<file path="config.mk">
export PLATFORM = sky130hd
export DESIGN_NAME = sr_input_conditioner
export DESIGN_NICKNAME = d
export VERILOG_FILES = /design/src/rtl/sr_cond_pkg.sv /design/src/rtl/sr_input_conditioner_debounce.sv /design/src/rtl/sr_input_conditioner.sv
export SDC_FILE = /design/constraint.sdc
export NUM_CORES = 1
export LEC_CHECK = 0
export ABC_AREA = 1
export BUFFER_PORTS_ARGS = -buffer_cell sky130_fd_sc_hd__buf_2
export CELL_PAD_IN_SITES_DETAIL_PLACEMENT = 0
export CELL_PAD_IN_SITES_GLOBAL_PLACEMENT = 1
export CORE_ASPECT_RATIO = 1.25
export CORE_MARGIN = 3
export CORE_UTILIZATION = 45
export DETAILED_ROUTE_END_ITERATION = 8
export HOLD_SLACK_MARGIN = 0.1
export PLACE_DENSITY_LB_ADDON = 0.1
export SYNTH_ARGS = -nofsm -noshare
export SYNTH_HDL_FRONTEND = slang
export SYNTH_SLANG_ARGS = --single-unit
</file>
<file path="constraint.sdc">
create_clock -name clk -period 1.75 [get_ports clk]
set_input_delay 0.0875 -clock clk [delete_from_list [all_inputs] [get_ports clk]]
set_output_delay 0.0875 -clock clk [all_outputs]
set_load 0.05 [all_outputs]
</file>
<file path="src/rtl/sr_cond_pkg.sv">
// Shared types and constants for the set/clear input conditioner.
package sr_cond_pkg;

    typedef enum logic [1:0] {
        ST_LOW      = 2'd0,
        ST_HIGH     = 2'd1,
        ST_CONFLICT = 2'd2
    } sr_state_t;

    localparam int SYNC_STAGES    = 2;
    localparam int CONFLICT_CNT_W = 8;

endpackage

</file>
<file path="src/rtl/sr_input_conditioner_debounce.sv">
// Two-flop synchronizer plus stability counter for one raw request line.
module sr_debounce
    import sr_cond_pkg::*;
#(
    parameter int DEB_CYCLES = 16
) (
    input  logic clk,
    input  logic rst_n,
    input  logic raw,
    output logic level
);

    localparam int              CNT_W  = $clog2(DEB_CYCLES);
    localparam logic [CNT_W-1:0] CNT_TC = CNT_W'(DEB_CYCLES - 1);

    logic [SYNC_STAGES-1:0] sync_q;
    logic [CNT_W-1:0]       cnt_q;
    logic                   sync_lvl;

    assign sync_lvl = sync_q[SYNC_STAGES-1];

    // raw goes straight into the first flop; nothing combinational in front of it
    always_ff @(posedge clk or negedge rst_n) begin
        if (!rst_n) begin
            sync_q <= '0;
        end else begin
            sync_q <= {sync_q[SYNC_STAGES-2:0], raw};
        end
    end

    always_ff @(posedge clk or negedge rst_n) begin
        if (!rst_n) begin
            cnt_q <= '0;
            level <= 1'b0;
        end else if (sync_lvl == level) begin
            cnt_q <= '0;
        end else if (cnt_q == CNT_TC) begin
            cnt_q <= '0;
            level <= sync_lvl;
        end else begin
            cnt_q <= cnt_q + 1'b1;
        end
    end

endmodule

</file>
<file path="src/rtl/sr_input_conditioner.sv">
// Set/clear request conditioner: debounced inputs resolved into one registered level.
// Optional saturating conflict-entry counter enabled by SR_CONFLICT_CNT_EN.
//
// state       | meaning
// ST_LOW      | d_out = 0, clear request last won
// ST_HIGH     | d_out = 1, set request last won
// ST_CONFLICT | both requests active, d_out = SET_PRIORITY
module sr_input_conditioner
    import sr_cond_pkg::*;
#(
    parameter int DEB_CYCLES   = 16,
    parameter int SET_PRIORITY = 0
) (
    input  logic clk,
    input  logic rst_n,
    input  logic set_raw,
    input  logic clr_raw,
    output logic d_out,
    output logic set_pulse,
    output logic clr_pulse,
    output logic conflict
`ifdef SR_CONFLICT_CNT_EN
    ,
    output logic [CONFLICT_CNT_W-1:0] conflict_cnt
`endif
);

    localparam logic      PRIO_LVL = (SET_PRIORITY != 0);
    localparam sr_state_t ST_EXIT  = PRIO_LVL ? ST_HIGH : ST_LOW;

    logic      s_db;
    logic      c_db;
    sr_state_t state_q;
    sr_state_t state_d;
    logic      d_nxt;
    logic      set_nxt;
    logic      clr_nxt;
    logic      conflict_nxt;

    sr_debounce #(.DEB_CYCLES(DEB_CYCLES)) u_set_deb (
        .clk   (clk),
        .rst_n (rst_n),
        .raw   (set_raw),
        .level (s_db)
    );

    sr_debounce #(.DEB_CYCLES(DEB_CYCLES)) u_clr_deb (
        .clk   (clk),
        .rst_n (rst_n),
        .raw   (clr_raw),
        .level (c_db)
    );

    // Outputs are registered alongside the state so d_out never glitches.
    always_ff @(posedge clk or negedge rst_n) begin
        if (!rst_n) begin
            state_q   <= ST_LOW;
            d_out     <= 1'b0;
            set_pulse <= 1'b0;
            clr_pulse <= 1'b0;
            conflict  <= 1'b0;
        end else begin
            state_q   <= state_d;
            d_out     <= d_nxt;
            set_pulse <= set_nxt;
            clr_pulse <= clr_nxt;
            conflict  <= conflict_nxt;
        end
    end

    always_comb begin
        state_d = state_q;
        case ({s_db, c_db})
            2'b10:   state_d = ST_HIGH;
            2'b01:   state_d = ST_LOW;
            2'b11:   state_d = ST_CONFLICT;
            default: if (state_q == ST_CONFLICT) state_d = ST_EXIT;
        endcase
    end

    always_comb begin
        d_nxt        = (state_d == ST_HIGH) || ((state_d == ST_CONFLICT) && PRIO_LVL);
        set_nxt      = d_nxt & ~d_out;
        clr_nxt      = ~d_nxt & d_out;
        conflict_nxt = (state_d == ST_CONFLICT);
    end

`ifdef SR_CONFLICT_CNT_EN
    // Counts entries only; staying in conflict does not advance the count.
    always_ff @(posedge clk or negedge rst_n) begin
        if (!rst_n) begin
            conflict_cnt <= '0;
        end else if ((state_d == ST_CONFLICT) && (state_q != ST_CONFLICT)
                     && (conflict_cnt != '1)) begin
            conflict_cnt <= conflict_cnt + 1'b1;
        end
    end
`endif

endmodule

</file>
* Word-level counts from Yosys, hierarchy flattened
Index checks and enable logic that the tools add are counted.
Storage, ports and cells: register bits 20, bits in latches 0, memory bits (writable) 0, ROM bits 0, output and inout port bits 4, word-level logic and storage cells 37, memories 0
Cells by class: $add $sub $neg 2, $mul 0, divide/modulo/power cells 0, $lt $le $gt $ge 0, equal/unequal tests 10, shift operators 0, mux-type cells 6, bitwise operators 6, reduce and logical (&&, ||, !) cells 2
Operators with widths (count):
- two-way mux 4 bit | 4
- adder 4 x 1 -> 4 bit, second input constant | 2
- == test 2 bit, second input constant | 4
- == test 4 bit, second input constant | 2
- case mux 2 bit (3 select lines) | 1
- == test 2 x 1 -> 1 bit, second input constant | 2
- inverter 1 bit | 4
- AND reduction 2 bit | 2
- bitwise AND 1 bit | 2
- == test 1 bit | 2
- two-way mux 2 bit | 1

* Longest topological paths before layout
Gate-level depths: netlist (run 1).
depth after elaboration 6, mapped depth 5, gate-level depth less buffers 5

* Modules after synthesis
From an unflattened synthesis (run 1), not the netlist that was laid out.
Unflattened totals: cell total of the unflattened synthesis 76, area, all modules 762.0 µm²
By module, submodules not included:
- sr_debounce | instances 2, cells an instance 28, area each 275.3 µm², sequential area each 175.2 µm²
- sr_input_conditioner | instances 1, cells an instance 20, area each 211.5 µm², sequential area each 150.1 µm²

* Worst setup path after synthesis (run 1)
OpenSTA, ideal clock, no wires.
path type reg2reg, from reg u_set_deb.cnt_q[0], to reg u_set_deb.cnt_q[3], library setup time 0.072 ns, arrival time 0.888 ns, required time 1.678 ns, slack 0.791 ns, cell stages (with the launch flop) 5, cells stage by stage dfrtp_1 -> ha_1 -> nand3_1 -> nand3_1 -> nor2_1
On the way: cells in the longest elaborated chain, start to end 3, elaborated cells between the ends (all ways) 4, those cells by class add/sub (1); eq/ne (1); mux (2)
Ends and longest elaborated chain:
- from (decl) | RTL line sr_input_conditioner_debounce.sv:17 | logic [CNT_W-1:0] cnt_q;
- from (signal assigned) | RTL line sr_input_conditioner_debounce.sv:41 | cnt_q <= cnt_q + 1'b1;
- adder 4 x 1 -> 4 bit / == test 4 bit (equally long branches) | RTL line sr_input_conditioner_debounce.sv:41, sr_input_conditioner_debounce.sv:37
- two-way mux 4 bit (*) | RTL line sr_input_conditioner_debounce.sv:37 | end else if (cnt_q == CNT_TC) begin
- two-way mux 4 bit (*) | RTL line sr_input_conditioner_debounce.sv:35 | end else if (sync_lvl == level) begin
Every way passes the cells marked *; elsewhere a longest branch is shown, timed or not. A chain may end at the register's enable or synchronous reset.

* Final worst setup path (run 1)
from reg u_clr_deb.cnt_q[0], to reg u_clr_deb.cnt_q[3]
On the way: cells in the longest elaborated chain, start to end 3, elaborated cells between the ends (all ways) 4, those cells by class add/sub (1); eq/ne (1); mux (2)
Ends and longest elaborated chain (RTL line):
- from (decl) | sr_input_conditioner_debounce.sv:17
- from (signal assigned) | sr_input_conditioner_debounce.sv:41
- adder 4 x 1 -> 4 bit / == test 4 bit (equally long branches) | sr_input_conditioner_debounce.sv:41, sr_input_conditioner_debounce.sv:37
- two-way mux 4 bit (*) | sr_input_conditioner_debounce.sv:37
- two-way mux 4 bit (*) | sr_input_conditioner_debounce.sv:35
Marks and branches as above.

==> results_tabular.tex, run 1 <==
\begin{tabular}{lr}
\hline
Metric & Value \\
\hline
\multicolumn{2}{l}{\textbf{Status}} \\
Result of the run & completed \\
\multicolumn{2}{l}{\textbf{Synthesis}} \\
Leading post-synthesis cells by cell area & sky130\_fd\_sc\_hd\_\_dfrtp\_1 (66\%), sky130\_fd\_sc\_hd\_\_nand2\_1 (7.9\%), sky130\_fd\_sc\_hd\_\_inv\_1 (5.9\%), sky130\_fd\_sc\_hd\_\_nor2\_1 (4.9\%), sky130\_fd\_sc\_hd\_\_nand3\_1 (3.9\%) \\
Simple-gate area share of the yosys netlist & 0.209 \\
Post-synthesis adder-cell area fraction & 0.0328 \\
Number of register bits inferred by synthesis & 20 \\
Gate Count Post-Synth & 76 \\
Share of the synthesized netlist area taken by xor and xnor gates & 0.0230 \\
Syn Std Cell Area & 762 sq um \\
Compound-gate portion of the synthesized area & 0.0197 \\
Portion of netlist area occupied by mux cells & 0 \\
Warnings from Yosys & 0 \\
Main combinational cell family by area after synthesis & simple AND/OR/NAND/NOR gates \\
Cell type with the highest aggregate area in the netlist & sky130\_fd\_sc\_hd\_\_dfrtp\_1 \\
Yosys top cell area share & 0.657 \\
Library cells used by synthesis & 12 \\
Avg Synthesized Cell Area & 10.0 sq um \\
Sequential element share of the synthesized area & 0.657 \\
Post-Synthesis Net Count & 82 \\
\multicolumn{2}{l}{\textbf{Critical path}} \\
Critical setup path kind & register to register \\
Required time reported for the critical path endpoint & 1990 ps \\
Startpoint kind of the worst setup timing path & register \\
Crit path cell chain & ha\_1 -> nand3\_1 -> nand3\_1 -> nor2\_1 \\
Type of destination of the critical path & register \\
Peak fanout along the critical path & 4 \\
Standard cell with the maximum stage delay on the critical path & sky130\_fd\_sc\_hd\_\_dfrtp\_1 \\
Crit-path max cell delay & 420 ps \\
Crit path DAT & 1300 ps \\
CP dominant cell by count & sky130\_fd\_sc\_hd\_\_nand3\_1 \\
\multicolumn{2}{l}{\textbf{Global route}} \\
Number of global-route vias before repair & 507 \\
Global Route met3 Usage & 0.0208 \\
Global-route usage over all layers & 0.117 \\
Global-route wire length before repair & 1.93 mm \\
Global-route track usage on met1 & 0.130 \\
GR Overflow Total & 0 \\
Antenna violations before repair & 0 \\
GRT Max-Usage Layer & met2 \\
Met2 routing resource usage after global routing & 0.200 \\
Pin count of the biggest net entering global routing & 21 \\
\multicolumn{2}{l}{\textbf{STA}} \\
Worst rel slew slack & 0.717 \\
Endpoints failing hold & 0 \\
RSZ-0062 raised after global routing & no \\
Total negative slack & 0 ps \\
Layout Skew & 1.40 ps \\
Maximum operating frequency & 0.936 GHz \\
Final cycle utilization of the critical path & 0.611 \\
Number of setup violations in the final report & 0 \\
Final-report max-slew violation count & 0 \\
Min Tclk post-route & 1070 ps \\
Slew at the pin with the worst max-slew slack & 425 ps \\
\multicolumn{2}{l}{\textbf{Cells and area}} \\
N\_diodes & 0 \\
Final net count & 97 \\
Post-layout instance count excluding filler cells & 108 \\
Layout area overhead & 18.4\% \\
Proportion of layout cells with a drive suffix above 1 & 0.156 \\
\multicolumn{2}{l}{\textbf{Die}} \\
Starting density of the core & 0.482 \\
Number of rows created at floorplan & 16 \\
DIE AREA & 0.00223 sq mm \\
Total I/O pin count & 8 \\
X dimension of the die & 42.8 um \\
Height of the die & 52.0 um \\
Area of the core & 0.00158 sq mm \\
\multicolumn{2}{l}{\textbf{Place}} \\
Port-buffer cells & 7 \\
Placed instance count & 101 \\
Final Wtd Congestion & 0.680 \\
Post-DP HPWL & 761 um \\
\multicolumn{2}{l}{\textbf{Clocking}} \\
Hold Buf Count CTS & 3 \\
Post-CTS Setup Bufs & 0 \\
Clock latency at the later pin of the worst-skew pair & 300 ps \\
Worst-path clk slew & 110 ps \\
Root buffer cell & sky130\_fd\_sc\_hd\_\_clkbuf\_4 \\
Max H-tree Level & 1 \\
Largest buffer count on any clock path & 2 \\
Clock Sink Count & 20 \\
Num CTS Buffers & 3 \\
Count of cells resized by post-cts repair & 0 \\
TritonCTS clock tree & done \\
\multicolumn{2}{l}{\textbf{Route}} \\
Via count & 495 \\
Total detailed-routing wirelength & 1.06 mm \\
Total DRC errors in the routed layout & 0 \\
Violation count after the first detailed-route iteration & 3 \\
Average wire per cell in the routed design & 9.79 um \\
Count of antenna-violating nets left after detailed routing & 0 \\
Drt first pass iters & 4 \\
Detail-routed via count per cell & 4.58 \\
\multicolumn{2}{l}{\textbf{Power and ir drop}} \\
Leakage power summed over all cells & 0.494 nW \\
Max VDD drop & 633 uV \\
Pwr dens & 1010 mW/mm\^{}2 \\
\multicolumn{2}{l}{\textbf{Min path}} \\
Path category of the worst min-delay check & input pin to asynchronous set/reset pin \\
\multicolumn{2}{l}{\textbf{Job}} \\
Number of maximum-capacitance violations & 0 \\
\hline
\end{tabular}
[synth_stat cells]
library cell               n
sky130_fd_sc_hd__nand2_1  16
sky130_fd_sc_hd__xnor2_1   2
sky130_fd_sc_hd__nand3_1   6
sky130_fd_sc_hd__nand4_1   2
sky130_fd_sc_hd__dfrtp_1  20
sky130_fd_sc_hd__inv_1    12
sky130_fd_sc_hd__o21ai_0   2
sky130_fd_sc_hd__ha_1      2
sky130_fd_sc_hd__a21oi_1   1
sky130_fd_sc_hd__nor2_2    2
sky130_fd_sc_hd__nor2_1   10
sky130_fd_sc_hd__nand2_2   1
[kinds of logic (layout without fill, tap and decap cells)]
| kind of cell | count (synthesis) | after routing |
|---|---|---|
| compound gates | 3 | 3 |
| fa+ha+maj | 2 | 2 |
| buf+inv | 12 | 26 |
| simple gates | 37 | 37 |
| xor+xnor | 2 | 2 |
| flops | 20 | 20 |
[cells in the final DEF, fill, tap and decap left out, drive strengths merged]
cell type	synthesis	routed
bufinv	0	1
xnor2	2	2
o21ai	2	2
inv	12	12
dlygate4sd3	0	3
a21oi	1	1
ha	2	2
nand4	2	2
nor2	12	12
nand2	17	17
clkbuf	0	3
buf	0	7
nand3	6	6
dfrtp	20	20
[where the power goes]
group          switching [mW]  total, mW  internal, mW
combinational          0.0317     0.0527        0.0211
clock                   0.138      0.369         0.232
sequential             0.0134      0.493         0.480
total                   0.183      0.915         0.733
[worst max-delay path: cells and delay by family (launching register included)]
kind / cells / cell delay (ps)
flops: 1 / 420
simple gates: 3 / 350
fa+ha+maj: 1 / 230
[area by class of cell]
class,count,area [sq um]
fillers,148,679
flip-flops and latches,20,500
multi-input cells,44,216
repair buffers,10,65.1
inverters,12,45.0
clock inverters,1,30.0
clock buffers,3,22.5
well taps,18,22.5
[worst paths after layout]
path                                     start             endpoint  slack, ps  cells past startpoint
max                         u_clr_deb.cnt_q[0]   u_clr_deb.cnt_q[3]        680                      4
min                                      rst_n           state_q[1]        250                      2
max reg2reg                 u_clr_deb.cnt_q[0]   u_clr_deb.cnt_q[3]        680                      4
min reg2reg                u_clr_deb.sync_q[0]  u_clr_deb.sync_q[1]        360                      0
max in group asynchronous                rst_n   u_set_deb.cnt_q[2]       1210                      2
min in group clk           u_clr_deb.sync_q[0]  u_clr_deb.sync_q[1]        360                      0
[state kept, by name (all words and copies together) (netlist names)]
name	count
u_clr_deb.cnt_q	4
u_set_deb.cnt_q	4
state_q	2
u_clr_deb.sync_q	2
u_set_deb.sync_q	2
clr_pulse	1
conflict	1
d_out	1
set_pulse	1
u_clr_deb.level	1
u_set_deb.level	1
[metrics by stage]
step                      utilization  cell area [sq um]  worst slack (ps)  hold WS (ps)  power [mW]
after floorplan                     -                762               791          -208       0.531
after global placement          0.518                820               708          49.6       0.551
after detailed placement        0.518                820               706          47.6       0.552
after CTS                       0.570                902               676           244       0.929
after global routing            0.570                902               603           282       0.947
final                           0.570                902               682           248       0.915
[routing by layer]
| layer | vias up | share of wire |
|---|---|---|
| met5 | - | 0 |
| met4 | 0 | 0.018 |
| met1 | 224 | 0.47 |
| li1 | 260 | - |
| met2 | 9 | 0.47 |
| met3 | 2 | 0.040 |
(Power assumes the default switching activity.)
==> inputs of run 2 (changes only) <==
CORE_UTILIZATION = 42   (was 45)
clock period = 1.1 ns   (was 1.75 ns; I/O delays follow)
==> run 2 against run 1 <==
Sequential power rose by 59%. Combinational power increased by 77%. Hold slack worse by 39 ps. Sequential cell count unchanged. Clock skew is 0.94 ps lower. Sequential share of layout area decreased by 1.2 points. Final area up 2.2%. Routed wire length grew 1.0%. Worst setup slack got worse by 610 ps. Clock power up 58%. Register-to-register slack worse by 610 ps. Utilization shrank 0.87 points. Highest routed layer unchanged.
==> results_tabular.tex, run 2 (synthesized netlist as in run 1, its figures left out) <==
\begin{tabular}{lr}
\hline
Metric & Value \\
\hline
\multicolumn{2}{l}{\textbf{Place}} \\
Placed instance count & 102 \\
Port-buffer cells & 7 \\
Area post-placement & 827 sq um \\
Final Wtd Congestion & 0.767 \\
Post-DP HPWL & 801 um \\
Pre-CTS setup slack & 52.2 ps \\
\multicolumn{2}{l}{\textbf{Clocking}} \\
Max H-tree Level & 1 \\
Num CTS Buffers & 3 \\
Root buffer cell & sky130\_fd\_sc\_hd\_\_clkbuf\_4 \\
Clock latency at the later pin of the worst-skew pair & 300 ps \\
Largest buffer count on any clock path & 2 \\
Worst-path clk slew & 110 ps \\
TritonCTS clock tree & done \\
Clock Sink Count & 20 \\
\multicolumn{2}{l}{\textbf{Power and ir drop}} \\
Switching share of power & 0.198 \\
Combinational cell fraction of total power & 0.064 \\
Cell-internal power & 1.17 mW \\
Leakage power summed over all cells & 0.504 nW \\
Max VDD drop & 933 uV \\
Pwr dens & 1580 mW/mm\^{}2 \\
Clock network fraction of total power & 0.400 \\
P\_sw & 0.290 mW \\
Proportion of power drawn by flip-flops and latches & 0.536 \\
\multicolumn{2}{l}{\textbf{Global route}} \\
Global-route usage over all layers & 0.120 \\
Pin count of the biggest net entering global routing & 21 \\
Global-route wire length before repair & 1.98 mm \\
Antenna violations before repair & 0 \\
Number of global-route vias before repair & 493 \\
GR Overflow Total & 0 \\
\multicolumn{2}{l}{\textbf{Cells and area}} \\
Proportion of layout cells with a drive suffix above 1 & 0.185 \\
Multi-input logic area & 221 sq um \\
Finished layout cell area & 922 sq um \\
Top flop regs & u\_clr\_deb.cnt\_q x4, u\_set\_deb.cnt\_q x4 \\
Post-layout instance count excluding filler cells & 110 \\
Number of fillers in the final layout & 147 \\
Final net count & 99 \\
Most frequent cells in the layout & sky130\_fd\_sc\_hd\_\_dfrtp\_1 (20), sky130\_fd\_sc\_hd\_\_nand2\_1 (16), sky130\_fd\_sc\_hd\_\_inv\_1 (12) \\
Commonest non-fill, non-tap cell in the layout & sky130\_fd\_sc\_hd\_\_dfrtp\_1 \\
Layout area overhead & 21.0\% \\
N\_diodes & 0 \\
Sequential standard cell area & 500 sq um \\
Layout Utilization & 0.562 \\
\multicolumn{2}{l}{\textbf{Die}} \\
Starting density of the core & 0.464 \\
Total I/O pin count & 8 \\
Height of the die & 53.6 um \\
DIE AREA & 0.00236 sq mm \\
Area of the core & 0.00164 sq mm \\
X dimension of the die & 44.1 um \\
Number of rows created at floorplan & 16 \\
\multicolumn{2}{l}{\textbf{STA}} \\
Worst rel slew slack & 0.720 \\
Layout Skew & 0.461 ps \\
Endpoints failing hold & 0 \\
Slew at the pin with the worst max-slew slack & 420 ps \\
Number of setup violations in the final report & 0 \\
Final cycle utilization of the critical path & 0.939 \\
Min Tclk post-route & 1030 ps \\
Fin worst setup slack & 67.5 ps \\
Maximum operating frequency & 0.969 GHz \\
Final-report max-slew violation count & 0 \\
\multicolumn{2}{l}{\textbf{Job}} \\
Number of maximum-capacitance violations & 0 \\
\multicolumn{2}{l}{\textbf{Route}} \\
Violation count after the first detailed-route iteration & 2 \\
Total DRC errors in the routed layout & 0 \\
Detail-routed via count per cell & 4.64 \\
Average wire per cell in the routed design & 9.71 um \\
Count of antenna-violating nets left after detailed routing & 0 \\
Total detailed-routing wirelength & 1.07 mm \\
Drt first pass iters & 4 \\
Via count & 510 \\
\multicolumn{2}{l}{\textbf{Critical path}} \\
Crit path DAT & 1270 ps \\
Startpoint kind of the worst setup timing path & register \\
Required time reported for the critical path endpoint & 1340 ps \\
Peak fanout along the critical path & 3 \\
Type of destination of the critical path & register \\
Flop-to-flop setup slack & 70 ps \\
Critical setup path kind & register to register \\
\multicolumn{2}{l}{\textbf{Min path}} \\
Path category of the worst min-delay check & input pin to asynchronous set/reset pin \\
\multicolumn{2}{l}{\textbf{Status}} \\
Result of the run & completed \\
\hline
\end{tabular}
==> run 2: cell types whose count changed in the layout (fill, tap and decap cells not counted) <==
cell	previous run	this run
sky130_fd_sc_hd__buf_4	0	2
sky130_fd_sc_hd__nand3_1	6	5
sky130_fd_sc_hd__nand3_2	0	1
==> run 2: final cells by class <==
| class | count | share of cell area |
|---|---|---|
| clock buffer | 3 | 0.0244 |
| clock inverter | 1 | 0.0326 |
| inverter | 12 | 0.0488 |
| multi-input combinational | 44 | 0.240 |
| sequential | 20 | 0.543 |
| tap | 18 | 0.0244 |
| timing repair buffer | 12 | 0.0868 |
==> run 2: path summary, 6_finish.rpt <==
kind,start,to,depth (start not counted)
hold reg to reg,u_clr_deb.sync_q[0],u_clr_deb.sync_q[1],0
setup reg to reg,u_set_deb.cnt_q[0],u_set_deb.cnt_q[0],4
hold / removal,rst_n,conflict,2
min in group clk,u_clr_deb.sync_q[0],u_clr_deb.sync_q[1],0
setup / recovery,u_set_deb.cnt_q[0],u_set_deb.cnt_q[0],4
max in group asynchronous,rst_n,u_set_deb.cnt_q[2],2
==> run 2: power by group through the flow <==
| stage | Sequential, mW | Clock (mW) | Combinational (mW) |
|---|---|---|---|
| 3_5_place_dp | 0.798 | 0 | 0.0823 |
| 2_1_floorplan | 0.805 | 0 | 0.0401 |
| 5_1_grt | 0.788 | 0.626 | 0.107 |
| 3_3_place_gp | 0.797 | 0 | 0.0833 |
| 6_report | 0.783 | 0.584 | 0.0932 |
| 4_1_cts | 0.784 | 0.608 | 0.0910 |
==> run 2: timing repair <==
item                                    4_1_cts  5_1_grt
hold buffers                                  3        0
hold endpoints to repair                     22        0
endpoints found under the setup margin        0        2
setup buffers                                 0        1
gates resized for setup                       0        1
==> run 2: critical path, cell delays in order, from the launching register on <==
cell and delay (ps):
sky130_fd_sc_hd__dfrtp_1 410, sky130_fd_sc_hd__ha_1 240, sky130_fd_sc_hd__nand3_2 100, sky130_fd_sc_hd__nand3_1 100, sky130_fd_sc_hd__nor2_1 120
==> run 2: per-layer routing <==
| metal | wire, um | global-route usage | share of wire |
|---|---|---|---|
| met3 | 40 | 0.0201 | 0.037 |
| met5 | 0 | 0 | 0 |
| met2 | 485 | 0.184 | 0.45 |
| met1 | 500 | 0.142 | 0.47 |
| met4 | 42 | 0.111 | 0.039 |
==> run 2: metrics by stage <==
step | TNS, ps | power, mW | hold slack [ps]
after CTS | 0 | 1.48 | 212
after detailed placement | 0 | 0.881 | 17.9
final | 0 | 1.46 | 209
after floorplan | 0 | 0.845 | -241
after global placement | 0 | 0.881 | 16.5
after global routing | -16.1 | 1.52 | 235
==> inputs of run 3 (changes only) <==
CORE_UTILIZATION = 43   (was 42)
clock period = 1.34 ns   (was 1.1 ns; I/O delays follow)
==> run 3 against run 2 <==
Global-route usage rose by 0.36 points. First-iteration DRC count rose to 3.0 times the previous value. Sequential power fell by 18%. Utilization fell by 1.5 points. Cell count fell by 1.8%. Clock-buffer cell count rose by 1. Total power fell by 28%. Largest cell class unchanged. Routed wire length rose by 4.5%. Sequential cell count did not move.
==> results_tabular.tex, run 3 (synthesized netlist as in run 1, its figures left out) <==
\begin{tabular}{lr}
\hline
Metric & Value \\
\hline
\multicolumn{2}{l}{\textbf{Clocking}} \\
Hold Buf Count CTS & 3 \\
Clock latency at the later pin of the worst-skew pair & 290 ps \\
Post-CTS Setup Bufs & 0 \\
Worst-path clk slew & 110 ps \\
Largest buffer count on any clock path & 2 \\
Root buffer cell & sky130\_fd\_sc\_hd\_\_clkbuf\_4 \\
Clock Sink Count & 20 \\
Count of cells resized by post-cts repair & 0 \\
Num CTS Buffers & 3 \\
TritonCTS clock tree & done \\
Max H-tree Level & 1 \\
\multicolumn{2}{l}{\textbf{Die}} \\
Number of rows created at floorplan & 16 \\
X dimension of the die & 43.7 um \\
Area of the core & 0.00162 sq mm \\
Total I/O pin count & 8 \\
Starting density of the core & 0.470 \\
DIE AREA & 0.00232 sq mm \\
Height of the die & 53.1 um \\
\multicolumn{2}{l}{\textbf{Cells and area}} \\
Layout Utilization & 0.546 \\
Top flop regs & u\_clr\_deb.cnt\_q x4, u\_set\_deb.cnt\_q x4 \\
Commonest non-fill, non-tap cell in the layout & sky130\_fd\_sc\_hd\_\_dfrtp\_1 \\
Most frequent cells in the layout & sky130\_fd\_sc\_hd\_\_dfrtp\_1 (20), sky130\_fd\_sc\_hd\_\_nand2\_1 (16), sky130\_fd\_sc\_hd\_\_inv\_1 (12) \\
N\_diodes & 0 \\
Number of fillers in the final layout & 151 \\
Proportion of layout cells with a drive suffix above 1 & 0.156 \\
Layout area overhead & 16.3\% \\
Final net count & 97 \\
\multicolumn{2}{l}{\textbf{Route}} \\
Total detailed-routing wirelength & 1.12 mm \\
Via count & 503 \\
Total DRC errors in the routed layout & 0 \\
Detail-routed via count per cell & 4.66 \\
Count of antenna-violating nets left after detailed routing & 0 \\
Average wire per cell in the routed design & 10.3 um \\
Violation count after the first detailed-route iteration & 6 \\
Drt first pass iters & 4 \\
\multicolumn{2}{l}{\textbf{STA}} \\
Number of setup violations in the final report & 0 \\
Total negative slack & 0 ps \\
Layout Skew & 0.801 ps \\
Endpoints failing hold & 0 \\
Final cycle utilization of the critical path & 0.793 \\
Worst hold margin & 227 ps \\
Worst rel slew slack & 0.720 \\
Maximum operating frequency & 0.941 GHz \\
Min Tclk post-route & 1060 ps \\
RSZ-0062 raised after global routing & no \\
Slew at the pin with the worst max-slew slack & 419 ps \\
Final-report max-slew violation count & 0 \\
\multicolumn{2}{l}{\textbf{Critical path}} \\
Crit path DAT & 1300 ps \\
Critical setup path kind & register to register \\
Destination of the critical timing path & u\_set\_deb.cnt\_q[3] \\
Worst reg-to-reg path cell count & 4 \\
Crit path cell chain & ha\_1 -> nand3\_1 -> nand3\_1 -> nor2\_1 \\
Flop-to-flop setup slack & 280 ps \\
Number of cells on the critical path & 4 \\
Family with the most delay on the worst path & flip-flops \\
Reg-to-reg endpoint & u\_set\_deb.cnt\_q[3] \\
Setup crit start & u\_set\_deb.cnt\_q[0] \\
Sum of buffers and inverters on the critical path & 0 \\
Type of destination of the critical path & register \\
Crit-path max cell delay & 430 ps \\
Peak fanout along the critical path & 4 \\
Standard cell with the maximum stage delay on the critical path & sky130\_fd\_sc\_hd\_\_dfrtp\_1 \\
Startpoint kind of the worst setup timing path & register \\
Required time reported for the critical path endpoint & 1570 ps \\
Worst reg2reg startpoint & u\_set\_deb.cnt\_q[0] \\
CP dominant cell by count & sky130\_fd\_sc\_hd\_\_nand3\_1 \\
\multicolumn{2}{l}{\textbf{Power and ir drop}} \\
Leakage power summed over all cells & 0.487 nW \\
Total power & 1.06 mW \\
Pwr dens & 1190 mW/mm\^{}2 \\
Max VDD drop & 912 uV \\
\multicolumn{2}{l}{\textbf{Status}} \\
Result of the run & completed \\
\multicolumn{2}{l}{\textbf{Global route}} \\
Global-route usage over all layers & 0.124 \\
GR Overflow Total & 0 \\
Pin count of the biggest net entering global routing & 21 \\
Antenna violations before repair & 0 \\
Global-route wire length before repair & 2.08 mm \\
Number of global-route vias before repair & 497 \\
\multicolumn{2}{l}{\textbf{Place}} \\
Port-buffer cells & 7 \\
Post-DP HPWL & 842 um \\
Final Wtd Congestion & 0.681 \\
\multicolumn{2}{l}{\textbf{Job}} \\
Number of maximum-capacitance violations & 0 \\
\multicolumn{2}{l}{\textbf{Min path}} \\
Path category of the worst min-delay check & input pin to asynchronous set/reset pin \\
\hline
\end{tabular}
[run 3: cell types whose count changed in the layout (fill, tap and decap cells not counted)]
cell and change:
sky130_fd_sc_hd__buf_4 -2, sky130_fd_sc_hd__bufinv_16 -1, sky130_fd_sc_hd__clkbuf_8 +1, sky130_fd_sc_hd__nand3_1 +1, sky130_fd_sc_hd__nand3_2 -1
[run 3: layer usage]
metal	global-route usage	up-vias	wire, um	part of all wire
li1	-	261	-	-
met1	0.147	231	530	0.47
met2	0.214	9	527	0.47
met3	0.0204	2	39	0.035
met4	0.0603	0	18	0.016
met5	0	-	0	0
[run 3: final cells by class]
| cell class | count | area [sq um] | area share |
|---|---|---|---|
| clock buffer | 4 | 36.3 | 0.0410 |
| inverter | 12 | 45.0 | 0.0508 |
| multi-input combinational | 44 | 216 | 0.244 |
| sequential | 20 | 500 | 0.565 |
| tap | 18 | 22.5 | 0.0254 |
| timing repair buffer | 10 | 65.1 | 0.0734 |
[run 3: how the worst min path moves through the flow]
| stage | end | cells past startpoint |
|---|---|---|
| CTS | u_set_deb.level | 2 |
| floorplan | clr_pulse | 0 |
| global route | u_set_deb.level | 2 |
| detailed placement | u_set_deb.level | 1 |
| finish | u_set_deb.level | 2 |
| global placement | u_set_deb.level | 1 |
[run 3: power by group]
| part | leakage (nW) | switching (mW) | internal [mW] | total (mW) |
|---|---|---|---|---|
| Clock | 0.0210 | 0.179 | 0.165 | 0.344 |
| Sequential | 0.265 | 0.0179 | 0.627 | 0.645 |
| Combinational | 0.201 | 0.0420 | 0.0277 | 0.0697 |
| Total | 0.487 | 0.239 | 0.820 | 1.06 |
[run 3: through the flow]
| stage | worst slack [ps] | cells | area, sq um |
|---|---|---|---|
| 2_1_floorplan | 381 | 76 | 762 |
| 3_3_place_gp | 301 | 101 | 820 |
| 3_5_place_dp | 293 | 101 | 820 |
| 4_1_cts | 264 | 108 | 886 |
| 5_1_grt | 147 | 108 | 886 |
| 6_report | 277 | 108 | 886 |
